<file path="src/rtl/switch_press_counter.sv">
// switch_press_counter: counts debounced switch releases as two BCD digits with registered seven-segment outputs.
// Define AUTO_REPEAT_EN to add hold-to-repeat increments (HOLD_CYCLES / REPEAT_CYCLES).
module switch_press_counter #(
   parameter int unsigned HOLD_CYCLES   = 12500000,
   parameter int unsigned REPEAT_CYCLES = 2500000
) (
   input  logic       i_Clk,
   input  logic       i_Rst,
   input  logic       i_Switch,
   input  logic       i_Clear,
   output logic [3:0] o_Ones,
   output logic [3:0] o_Tens,
   output logic [6:0] o_Seg_Ones,
   output logic [6:0] o_Seg_Tens,
   output logic       o_Wrap
);
   localparam logic [1:0] IDLE    = 2'd0;
   localparam logic [1:0] PRESSED = 2'd1;
   if (HOLD_CYCLES < 1 || HOLD_CYCLES > 2**24 || REPEAT_CYCLES < 1 || REPEAT_CYCLES > 2**24) begin : g_bad_cfg
      $error("HOLD_CYCLES and REPEAT_CYCLES must be in 1..2**24");
   end
   logic [1:0] state_q, state_d;
   logic       switch_q;
   logic [3:0] ones_q, ones_d, tens_q, tens_d;
   logic       wrap_q, wrap_d;
   logic [6:0] seg_ones_q, seg_tens_q;
   logic       release_w, inc;
`ifdef AUTO_REPEAT_EN
   localparam logic [1:0]  REPEAT   = 2'd2;
   localparam logic [23:0] HOLD_LAST = 24'(HOLD_CYCLES - 1);
   localparam logic [23:0] REP_LAST  = 24'(REPEAT_CYCLES - 1);
   logic [23:0] hold_q, hold_d, rep_q, rep_d;
`endif
   assign release_w = switch_q & ~i_Switch;
   always_comb begin
      state_d = state_q;
      inc     = 1'b0;
`ifdef AUTO_REPEAT_EN
      hold_d  = hold_q + 24'd1;
      rep_d   = rep_q + 24'd1;
`endif
      if (state_q == IDLE) begin
         if (i_Switch) state_d = PRESSED;
      end else if (state_q == PRESSED) begin
         if (release_w) begin
            inc     = 1'b1;
            state_d = IDLE;
         end
`ifdef AUTO_REPEAT_EN
         else if (hold_q == HOLD_LAST) begin
            inc     = 1'b1;
            state_d = REPEAT;
         end
      end else begin
         // a repeat tick coinciding with the release still counts; the release itself adds nothing
         if (rep_q == REP_LAST) begin
            inc   = 1'b1;
            rep_d = 24'd0;
         end
         if (release_w) state_d = IDLE;
      end
      if (state_d != state_q) begin
         hold_d = 24'd0;
         rep_d  = 24'd0;
      end
`else
      end
`endif
   end
   always_comb begin
      ones_d = ones_q;
      tens_d = tens_q;
      wrap_d = 1'b0;
      if (i_Clear) begin
         ones_d = 4'd0;
         tens_d = 4'd0;
      end else if (inc) begin
         ones_d = (ones_q == 4'd9) ? 4'd0 : ones_q + 4'd1;
         tens_d = (ones_q != 4'd9) ? tens_q : (tens_q == 4'd9) ? 4'd0 : tens_q + 4'd1;
         wrap_d = (ones_q == 4'd9) && (tens_q == 4'd9);
      end
   end
   function automatic logic [6:0] seg(input logic [3:0] d);
      case (d)
         4'd0:    seg = 7'h40;
         4'd1:    seg = 7'h79;
         4'd2:    seg = 7'h24;
         4'd3:    seg = 7'h30;
         4'd4:    seg = 7'h19;
         4'd5:    seg = 7'h12;
         4'd6:    seg = 7'h02;
         4'd7:    seg = 7'h78;
         4'd8:    seg = 7'h00;
         4'd9:    seg = 7'h10;
         default: seg = 7'h7F;
      endcase
   endfunction
   always_ff @(posedge i_Clk) begin
      if (i_Rst) begin
         state_q    <= IDLE;
         switch_q   <= 1'b0;
         ones_q     <= 4'd0;
         tens_q     <= 4'd0;
         wrap_q     <= 1'b0;
         seg_ones_q <= 7'h40;
         seg_tens_q <= 7'h40;
      end else begin
         state_q    <= state_d;
         switch_q   <= i_Switch;
         ones_q     <= ones_d;
         tens_q     <= tens_d;
         wrap_q     <= wrap_d;
         seg_ones_q <= seg(ones_q);
         seg_tens_q <= seg(tens_q);
      end
   end
`ifdef AUTO_REPEAT_EN
   always_ff @(posedge i_Clk) begin
      if (i_Rst) begin
         hold_q <= 24'd0;
         rep_q  <= 24'd0;
      end else begin
         hold_q <= hold_d;
         rep_q  <= rep_d;
      end
   end
`endif
   assign o_Ones     = ones_q;
   assign o_Tens     = tens_q;
   assign o_Wrap     = wrap_q;
   assign o_Seg_Ones = seg_ones_q;
   assign o_Seg_Tens = seg_tens_q;
endmodule
</file>
<file path="config.mk">
export PLATFORM = sky130hd
export DESIGN_NAME = switch_press_counter
export DESIGN_NICKNAME = d
export VERILOG_FILES = /design/src/rtl/switch_press_counter.sv
export SDC_FILE = /design/constraint.sdc
export NUM_CORES = 1
export LEC_CHECK = 0
export ABC_AREA = 1
export CAP_MARGIN = 20
export CORE_MARGIN = 4
export CORE_UTILIZATION = 51
export CTS_BUF_LIST = sky130_fd_sc_hd__clkbuf_4 sky130_fd_sc_hd__clkbuf_8
export DETAILED_ROUTE_END_ITERATION = 10
export GPL_TIMING_DRIVEN = 0
export MAX_ROUTING_LAYER = met4
export PLACE_DENSITY_LB_ADDON = 0.2
export SLEW_MARGIN = 0
export SYNTH_ARGS = -nofsm -noshare
export SYNTH_HDL_FRONTEND = slang
export SYNTH_SLANG_ARGS = --single-unit
</file>
<file path="constraint.sdc">
create_clock -name i_Clk -period 1.7 [get_ports i_Clk]
set_clock_uncertainty 0.1 [all_clocks]
set_input_delay 0.425 -clock i_Clk [delete_from_list [all_inputs] [get_ports i_Clk]]
set_output_delay 0.425 -clock i_Clk [all_outputs]
set_load 0.02 [all_outputs]
</file>
Yosys cells after proc, flatten, opt, wreduce, memory -nomap -nowiden --
Memories as Yosys holds them, arrays and structs flattened. A register that Yosys moved wholly into a read port is not among the register bits. Cells that the tools add are included.
Word-level totals: bits in read-only memories 224, output and inout port bits 23, input bits 4, memories kept 2, register bits after elaboration 12
Cells by class: bitwise gates (word level) 4, eq/ne operators 5, reductions and logical operators 8, add/subtract/negate cells 2, muxes and demuxes 9
Memories:
- (name not given) | depth 16, bits a word 7, rd ports 1, clocked after memory_dff 1, write ports 0, line 84 | case (d)
- (name not given) | depth 16, bits a word 7, rd ports 1, clocked after memory_dff 1, write ports 0, line 84
Operators by type and width (number):
- adder 4 x 1 -> 4 bit (second input constant) | 2
- == test 4 bit (second input constant) | 2
- two-way mux 2 bit | 4
- two-way mux 4 bit | 2
- inequality test 4 bit (second input constant) | 1
- nonzero test 2 bit | 2
- two-way mux 1 bit | 3
- inverter 1 bit | 3
- AND reduction 3 bit | 1
- OR reduction 3 bit | 1
- == test 2 x 1 -> 1 bit (second input constant) | 1
- zero test 2 bit | 1
- inequality test 2 bit (second input constant) | 1
- AND reduction 2 bit | 1
- OR reduction 2 bit | 1
- AND 1 bit | 1
- logical AND 1 bit | 1

Longest topological paths before layout --
Gate-level depths: netlist of run 1.
word-level depth 7, gate-level depth with buffers 8, mapped depth without buffers 8

Worst setup path before layout of run 1 --
Ideal clock, no wire load.
path kind register -> register, start point reg ones_q[1] (netlist: o_Ones[1]), end point reg seg_ones_q[0] (netlist: o_Seg_Ones[0]), library setup time 132 ps, arrival 1336 ps, setup slack 132 ps, cell stages (with the launch flop) 6, path buffers 0, cells stage by stage dfxtp_1 inv_1 ha_1 or2_2 o211ai_1 a21oi_1
RTL lines:
- from (decl) | line 24 | logic [3:0] ones_q, ones_d, tens_q, tens_d;
- from (signal assigned) | line 110 | ones_q <= ones_d;
- to (decl) | line 26 | logic [6:0] seg_ones_q, seg_tens_q;

Worst setup path in the final report of run 1 --
start point reg ones_q[3] (netlist: o_Ones[3]), end point out o_Ones[3]
RTL lines:
- to (decl) | line 11 | output logic [3:0] o_Ones,
No word-level cell between the ends.

==> results.cfg, run 1 <==
[route]
drc_errors = 0
viasPerCell = 5.14
drt-total-wl_um = 2330
avgRoutedWirePerCell_um = 11.6
firstDrtPassIters = 4
drtAntennaViolNets = 0
drtIter0Drc = 19
num_vias = 1034

[synth]
synthesis.nets = 157
async_reset_ff_frac = 0
synth_warnings = 0
synth-compound-area-share = 0.144
synth_area_leaders = dfxtp_1 (42%), ha_1 (10%), nand2_1 (7.8%)
synth-simple-area-share = 0.258
netlist_area_mm2 = 0.00120
synth_top_area_cell = dfxtp_1
seq_area_frac_synth = 0.415
synth-edff-count = 0
synth_mux_area_frac = 0
synth_xor_area_frac = 0.00727
synth_flop_cell = dfxtp_1
synth_area_per_cell_um2 = 8.43
yosysTopAreaCellShare = 0.415
synthTopCellsByCount = dfxtp_1 (25), nand2_1 (25), a21oi_1 (17)
synth_cell_types = 27
synth_top_family_by_area = simple AND/OR/NAND/NOR gates
syn_inst = 143
ys_ff_latch = 25
synthAdderAreaFrac = 0.104

[critical_path]
cp_num_buf_inv = 1
critPathKind = flip-flop to primary output
worst_ep_required_time_ns = 1.17
start_kind = flip-flop
crit_chain = dlygate4sd2_1
cp_top_family = flip-flops
slowest_stage = dfxtp_1
cp_max_fo = 4
cp.arrival_ns = 1.09
slowest_delay_ns = 0.43
worst_setup_path_end_kind = primary output

[power_and_ir_drop]
seqPwrFrac = 0.666
power_switching_w = 0.000199
power_per_cell_area_mw_per_mm2 = 591
p_int_w = 0.000691
combPwrFrac = 0.041
swShare = 0.223
leakage_nw = 0.660
p_clk_frac = 0.293
irDropWorstVdd_v = 0.000470

[sta]
period_share = 0.951
fmax_mhz = 618
tightest_slew_ns = 0.425
setup_violations = 0
hold_violations = 0
relSlewSlack = 0.717
finalMaxSlewViolations = 0
finalCriticalPeriod_ns = 1.62
rsz0062_at_grt = no

[cts]
clk_path_buf_depth = 2
clock_latency_ns = 0.31
cts_tree = yes
cts_sinks = 25
cts_buffers = 3
h-tree-depth = 1
cts-root-buf = clkbuf_4
clk_pin_slew_ns = 0.13
postCtsSetupBuffers = 0

[place]
place_congestion = 0.864
port_buffers = 26
place_area_mm2 = 0.00150
dp_hpwl_um = 1800

[run]
maxCapViolations = 0

[die]
die_w_um = 56.6
die-area_mm2 = 0.00320
die_h_um = 56.6
io_pins = 27
core_area_mm2 = 0.00223
initial_core_util = 0.539
fp-row-count = 17

[global_routing]
antenna_found_initial = 0
track_usage = 0.161
grt_pass1_vias = 965
grt_pass1_wl_um = 4020
grt_max_degree = 15
overflow = 0

[layout]
diodes = 0
seq_area_um2 = 507
drive_gt1_frac = 0.179
stdcell_area_mm2 = 0.00151
final_core_util = 0.674
fillers = 209
multi_input_area_um2 = 618
area_delta_synth_final_pct = 24.9
final_net_count = 188

[worst_hold_path]
min_path_type = flip-flop to flip-flop

[run_status]
status = finished, final reports clean
[final cells by class]
type                       instances  area share
multi-input combinational        101       0.411
clock buffer                       3      0.0150
inverter                          14      0.0399
timing repair buffer              26       0.154
buffer                             3      0.0175
tap                               28      0.0233
clock inverter                     1     0.00333
sequential                        25       0.337
[registers in the layout, indices dropped and copies added (netlist names)]
register and flops:
switch_q 1, o_Ones 4, o_Seg_Tens 7, o_Tens 4, o_Seg_Ones 7, o_Wrap 1
state_q 1
[repair_timing]
item,in CTS,in global routing
resized for setup,25,3
setup endpoints to repair,23,3
pin swaps,0,0
hold buffers,0,0
[per-stage QoR]
step | setup slack [ns] | TNS (ns) | power (W) | std cells | hold slack, ns
detailed placement | -0.0435 | -0.143 | 0.000643 | 197 | 0.395
global route | 0.0241 | 0 | 0.000936 | 201 | 0.453
CTS | 0.00798 | 0 | 0.000904 | 201 | 0.414
global placement | -0.0225 | -0.0246 | 0.000641 | 197 | 0.364
floorplan | 0.132 | 0 | 0.000626 | 143 | 0.347
finish | 0.0827 | 0 | 0.000890 | 201 | 0.416
[layout by cell type, fill, tap and decap left out, types with 2 or more instances in the layout]
cell type / n
a21oi_1: 17
nand3_2: 2
ha_1: 10
o21ai_0: 6
nand4_1: 2
dlygate4sd2_1: 23
o211ai_1: 3
dfxtp_2: 5
nor2_1: 6
o21ai_1: 2
nor2_2: 3
buf_6: 2
inv_1: 10
or2_2: 2
nand3_1: 11
dfxtp_1: 20
nand2_1: 25
clkdlybuf4s50_1: 3
nor2_4: 3
inv_2: 3
clkbuf_4: 3
o21ai_2: 2
[power groups by stage]
stage / logic, W / registers (W) / clock network [W]
2_1_floorplan: 0.0000199 / 0.000606 / 0
3_3_place_gp: 0.0000364 / 0.000605 / 0
3_5_place_dp: 0.0000376 / 0.000605 / 0
4_1_cts: 0.0000371 / 0.000593 / 0.000275
5_1_grt: 0.0000410 / 0.000594 / 0.000302
6_report: 0.0000366 / 0.000593 / 0.000261
[final timing paths]
kind | cells after the start | slack (ns) | from | end
worst max-delay path | 1 | 0.08 | o_Ones[3] | o_Ones[3]
worst max register to register | 5 | 0.25 | o_Ones[1] | o_Seg_Ones[0]
worst min-delay path | 2 | 0.42 | state_q[0] | state_q[0]
worst min register to register | 2 | 0.42 | state_q[0] | state_q[0]
[cells by family (layout without fill, tap and decap cells)]
group	after synthesis	after routing
flip-flops	25	25
AND/OR/NAND/NOR	59	59
XOR/XNOR	1	1
buffers and inverters	17	47
AO/OA/AOI/OAI	31	31
adder cells (fa/ha/maj)	10	10
[layer usage]
metal  share of wire  track usage  vias to the layer above
met1            0.46        0.193                      477
met4          0.0090       0.0712                        0
met5               0            -                        -
met3           0.052       0.0299                        2
met2            0.48        0.262                       25
li1                -            -                      530
Note: power is estimated with default switching activity, not from simulation.
==> run 2: changes to the inputs <==
--- a/config.mk
+++ b/config.mk
@@ -13,7 +13,7 @@
 export DETAILED_ROUTE_END_ITERATION = 10
 export GPL_TIMING_DRIVEN = 0
 export MAX_ROUTING_LAYER = met4
-export PLACE_DENSITY_LB_ADDON = 0.2
+export PLACE_DENSITY = 0.81
 export SLEW_MARGIN = 0
 export SYNTH_ARGS = -nofsm -noshare
 export SYNTH_HDL_FRONTEND = slang
==> run 2 against run 1 <==
Cell area is 0.25% lower. Global-route usage is 0.21 points lower. Core utilization is 0.17 points lower. First-iteration DRC count is 5.3% higher. Clock power is 6% higher.
==> results.cfg, run 2 (synthesis gave the netlist of run 1 again) <==
[power_and_ir_drop]
power_per_cell_area_mw_per_mm2 = 603
leakage_nw = 0.656
irDropWorstVdd_v = 0.000414

[global_routing]
antenna_found_initial = 0
track_usage = 0.159
overflow = 0
grt_pass1_vias = 927
grt_pass1_wl_um = 4000
grt_max_degree = 14

[cts]
postCtsSetupBuffers = 0
h-tree-depth = 1
cts_sinks = 25
clock_latency_ns = 0.31
cts_buffers = 3
clk_pin_slew_ns = 0.13
cts-root-buf = clkbuf_4
cts_tree = yes
clk_path_buf_depth = 2

[critical_path]
path_depth = 1
worst_setup_path_end_kind = primary output
critPathKind = flip-flop to primary output
cp.arrival_ns = 1.12
ff2ff_path_depth = 5
slowest_delay_ns = 0.45
cp_num_buf_inv = 1
cp_top_family = flip-flops
crit_chain = dlygate4sd2_1
slowest_stage = dfxtp_1
cp_max_fo = 6
worst_ep_required_time_ns = 1.17
start_kind = flip-flop

[route]
num_vias = 1022
drt-total-wl_um = 2400
dr_wl_met3_um = 132
drtAntennaViolNets = 0
highest_layer = met4
viasPerCell = 5.08
firstDrtPassIters = 4
wl_met1_um = 1090
drtIter0Drc = 20
drc_errors = 0
avgRoutedWirePerCell_um = 12.0
wl_met2_um = 1150

[die]
die_w_um = 56.6
fp-row-count = 17
die_h_um = 56.6
initial_core_util = 0.539
core_area_mm2 = 0.00223
die-area_mm2 = 0.00320
io_pins = 27

[layout]
final_cell_mix = nand2_1 (25), dfxtp_1 (22), dlygate4sd2_1 (22)
layout_commonest_cell = nand2_1
area_delta_synth_final_pct = 24.6
final_core_util = 0.672
drive_gt1_frac = 0.173
diodes = 0
final_net_count = 188

[sta]
hold_violations = 0
finalMaxSlewViolations = 0
finalCriticalPeriod_ns = 1.64
setup_violations = 0
timing.final.ws_setup_ns = 0.0574
relSlewSlack = 0.691
tightest_slew_ns = 0.464
finalSetupTns_ns = 0
whs_ns = 0.392
rsz0062_at_grt = no
period_share = 0.966
fmax_mhz = 609

[run]
maxCapViolations = 0

[place]
pre_cts_slack_ns = -0.0549
dp_hpwl_um = 1830
port_buffers = 26
place_congestion = 0.893

[run_status]
status = finished, final reports clean

[worst_hold_path]
min_path_type = flip-flop to flip-flop
holdPathStages = 2
-- run 2: cell count changes in the layout (fill, tap and decap cells not counted), sizes merged --
| cell | change |
|---|---|
| clkbuf | +2 |
| clkinv | -1 |
| dlygate4sd2 | -1 |
-- run 2: per-stage QoR --
step                      area [µm²]  total power [W]  instances
final                           1500         0.000906        201
after CTS                       1500         0.000912        201
after global routing            1500         0.000932        201
after global placement          1500         0.000642        197
after detailed placement        1500         0.000643        197
after floorplan                 1200         0.000626        143
-- run 2: what timing repair did --
item,in CTS,in global routing
endpoints found under the hold margin,0,0
hold buffers,0,0
setup endpoints to repair,23,5
cloned,0,0
gates resized for setup,23,5
-- run 2: layout make-up --
cell class,count,area (µm²)
clock buffer,4,30.0
inverter,14,60.1
fill,213,732
buffer,3,26.3
sequential,25,504
timing repair buffer,26,228
multi-input combinational,101,618
tap,28,35.0
-- run 2: final timing paths --
check                           startpoint            end  slack (ns)
worst max-delay path             o_Tens[1]      o_Tens[1]        0.06
worst min-delay path            state_q[0]     state_q[0]        0.39
worst max register to register   o_Ones[1]  o_Seg_Ones[0]        0.21
worst min register to register  state_q[0]     state_q[0]        0.39
-- run 2: per-layer routing --
layer,global-route usage,up-vias
met2,0.257,33
met3,0.0299,6
met5,-,-
li1,-,533
met1,0.194,450
met4,0.0644,0
-- run 2: where the power goes --
part	internal, W	switching (W)
Clock	0.000108	0.000169
Combinational	0.0000138	0.0000231
Sequential	0.000590	0.00000276
==> run 3: changes to the inputs <==
--- a/config.mk
+++ b/config.mk
@@ -5,7 +5,6 @@
 export SDC_FILE = /design/constraint.sdc
 export NUM_CORES = 1
 export LEC_CHECK = 0
-export ABC_AREA = 1
 export CAP_MARGIN = 20
 export CORE_MARGIN = 4
 export CORE_UTILIZATION = 51
@@ -18,3 +17,4 @@
 export SYNTH_ARGS = -nofsm -noshare
 export SYNTH_HDL_FRONTEND = slang
 export SYNTH_SLANG_ARGS = --single-unit
+export TNS_END_PERCENT = 50
==> run 3 against run 2 <==
Clock-buffer cell count unchanged. Worst setup slack got worse by 0.0067 ns. Highest routed layer unchanged. Register-to-register slack got worse by 0.11 ns. Combinational power decreased by 5%. Flip-flop and latch count unchanged. Total power increased by 0.34%. First-iteration DRC count increased by 5.0%. Routed wire length increased by 14%. Cell area increased by 1.8%.
==> results.cfg, run 3 <==
[die]
io_pins = 27
die_w_um = 56.4
die-area_mm2 = 0.00318
fp-row-count = 17
die_h_um = 56.4
core_area_mm2 = 0.00221
initial_core_util = 0.540

[route]
avgRoutedWirePerCell_um = 14.1
firstDrtPassIters = 4
drt-total-wl_um = 2730
drtAntennaViolNets = 0
num_vias = 1062
viasPerCell = 5.50
drc_errors = 0
drtIter0Drc = 21

[layout]
fillers = 193
diodes = 0
multi_input_area_um2 = 669
area_delta_synth_final_pct = 28.0
final_cell_mix = dlygate4sd2_1 (22), dfxtp_1 (19), a21oi_1 (17)
layout_commonest_cell = dlygate4sd2_1
drive_gt1_frac = 0.121
final_net_count = 180
seq_area_um2 = 510

[place]
place_congestion = 0.845
dp_hpwl_um = 1960
port_buffers = 26

[sta]
fmax_mhz = 606
setup_violations = 0
rsz0062_at_grt = yes
tightest_slew_ns = 0.446
period_share = 0.970
hold_violations = 0
whs_ns = 0.309
finalCriticalPeriod_ns = 1.65
relSlewSlack = 0.702
finalMaxSlewViolations = 0

[global_routing]
overflow = 0
track_usage = 0.177
grt_pass1_vias = 967
grt_max_degree = 14
grt_pass1_wl_um = 4430
antenna_found_initial = 0

[cts]
clock_latency_ns = 0.32
cts_buffers = 3
cts_tree = yes
cts_sinks = 25
clk_pin_slew_ns = 0.13
holdBufCountCts = 0
h-tree-depth = 1
cts-root-buf = clkbuf_4
clk_path_buf_depth = 2

[power_and_ir_drop]
leakage_nw = 0.695
finalPower_w = 0.000909
irDropWorstVdd_v = 0.000352
power_per_cell_area_mw_per_mm2 = 594

[synth]
syn_inst = 135
synth_area_per_cell_um2 = 8.85
synth-edff-count = 0
synth_area_leaders = dfxtp_1 (42%), ha_1 (10%), a21oi_1 (7.1%)
async_reset_ff_frac = 0
netlist_area_mm2 = 0.00119
synth_warnings = 0
synthTopCellsByCount = dfxtp_1 (25), a21oi_1 (17), ha_1 (10)
synth_flop_cell = dfxtp_1
seq_area_frac_synth = 0.419
synth_top_area_cell = dfxtp_1
synthesis.nets = 149
synth_cell_types = 34
ys_ff_latch = 25
yosysTopAreaCellShare = 0.419
synth_most_common_cell = dfxtp_1

[run]
maxCapViolations = 0

[critical_path]
cp.arrival_ns = 1.12
cp_top_family = flip-flops
slowest_delay_ns = 0.45
start_kind = flip-flop
cp_max_fo = 9
worst_setup_path_end_kind = primary output
worst_ep_required_time_ns = 1.17
crit_chain = dlygate4sd2_1
critPathKind = flip-flop to primary output
slowest_stage = dfxtp_2
cp_num_buf_inv = 1

[worst_hold_path]
min_path_type = input port to flip-flop

[run_status]
status = finished, final reports clean
-- run 3: cell types whose count changed after synthesis, sizes merged, moves of 3 or more --
cell    before  now
a31oi        0    3
nand2       27    8
nand3       13    3
clkbuf       1    6
nand2b       0    7
nor2        12    8
inv         14    8
o21bai       0    3
-- run 3: layout make-up --
| cell class | instances | area share |
|---|---|---|
| plain buffers | 6 | 0.0155 |
| clock buffers | 4 | 0.0196 |
| inverters | 8 | 0.0196 |
| multi-input cells | 96 | 0.438 |
| flip-flops and latches | 25 | 0.334 |
| well taps | 28 | 0.0229 |
| repair buffers | 26 | 0.151 |
-- run 3: routing by layer --
| layer | wire length (µm) | vias to the layer above | global-route usage |
|---|---|---|---|
| met4 | 18 | 0 | 0.0610 |
| li1 | - | 536 | - |
| met1 | 1290 | 493 | 0.232 |
| met3 | 138 | 2 | 0.0322 |
| met5 | 0 | - | - |
| met2 | 1280 | 31 | 0.272 |
-- run 3: report_power, final --
| part | internal, W | switching, W |
|---|---|---|
| combinational | 0.0000163 | 0.0000187 |
| clock | 0.000108 | 0.000173 |
| sequential | 0.000588 | 0.00000489 |
-- run 3: kinds of logic (layout without fill, tap and decap cells) --
| group | Yosys count | count (layout) | synth area share |
|---|---|---|---|
| AOI/OAI and AO/OA | 37 | 37 | 0.178 |
| buffers and inverters | 14 | 44 | 0.0440 |
| and+or+nand+nor | 46 | 46 | 0.229 |
| adders and majority gates | 10 | 10 | 0.105 |
| DFF | 25 | 25 | 0.419 |
| xor gates and xnor gates | 1 | 1 | 0.00733 |
| muxes | 2 | 2 | 0.0178 |
-- run 3: path summary, 6_finish.rpt --
check                           depth (start not counted)  slack (ns)       from          to
worst max-delay path                                    1        0.05  o_Ones[3]   o_Ones[3]
worst min-delay path                                    3        0.31   i_Switch  state_q[0]
worst max register to register                          5        0.10  o_Ones[1]   o_Tens[3]
worst min register to register                          2        0.45  o_Ones[1]   o_Ones[1]
-- run 3: what timing repair did --
action | in CTS | in global routing
endpoints found under the setup margin | 24 | 6
setup buffers | 0 | 0
pin swaps | 0 | 0
gates resized for setup | 27 | 11
cloned | 0 | 0
-- run 3: per-stage QoR --
stage,setup TNS (ns),instances,area [µm²],util,worst slack [ns]
finish,0,193,1530,0.691,0.0506
global route,-0.00549,193,1530,0.691,-0.00549
CTS,0,193,1510,0.682,0.00455
detailed placement,-1.50,189,1490,0.675,-0.307
global placement,-1.06,189,1490,0.675,-0.286
floorplan,0,135,1200,-,0.0686
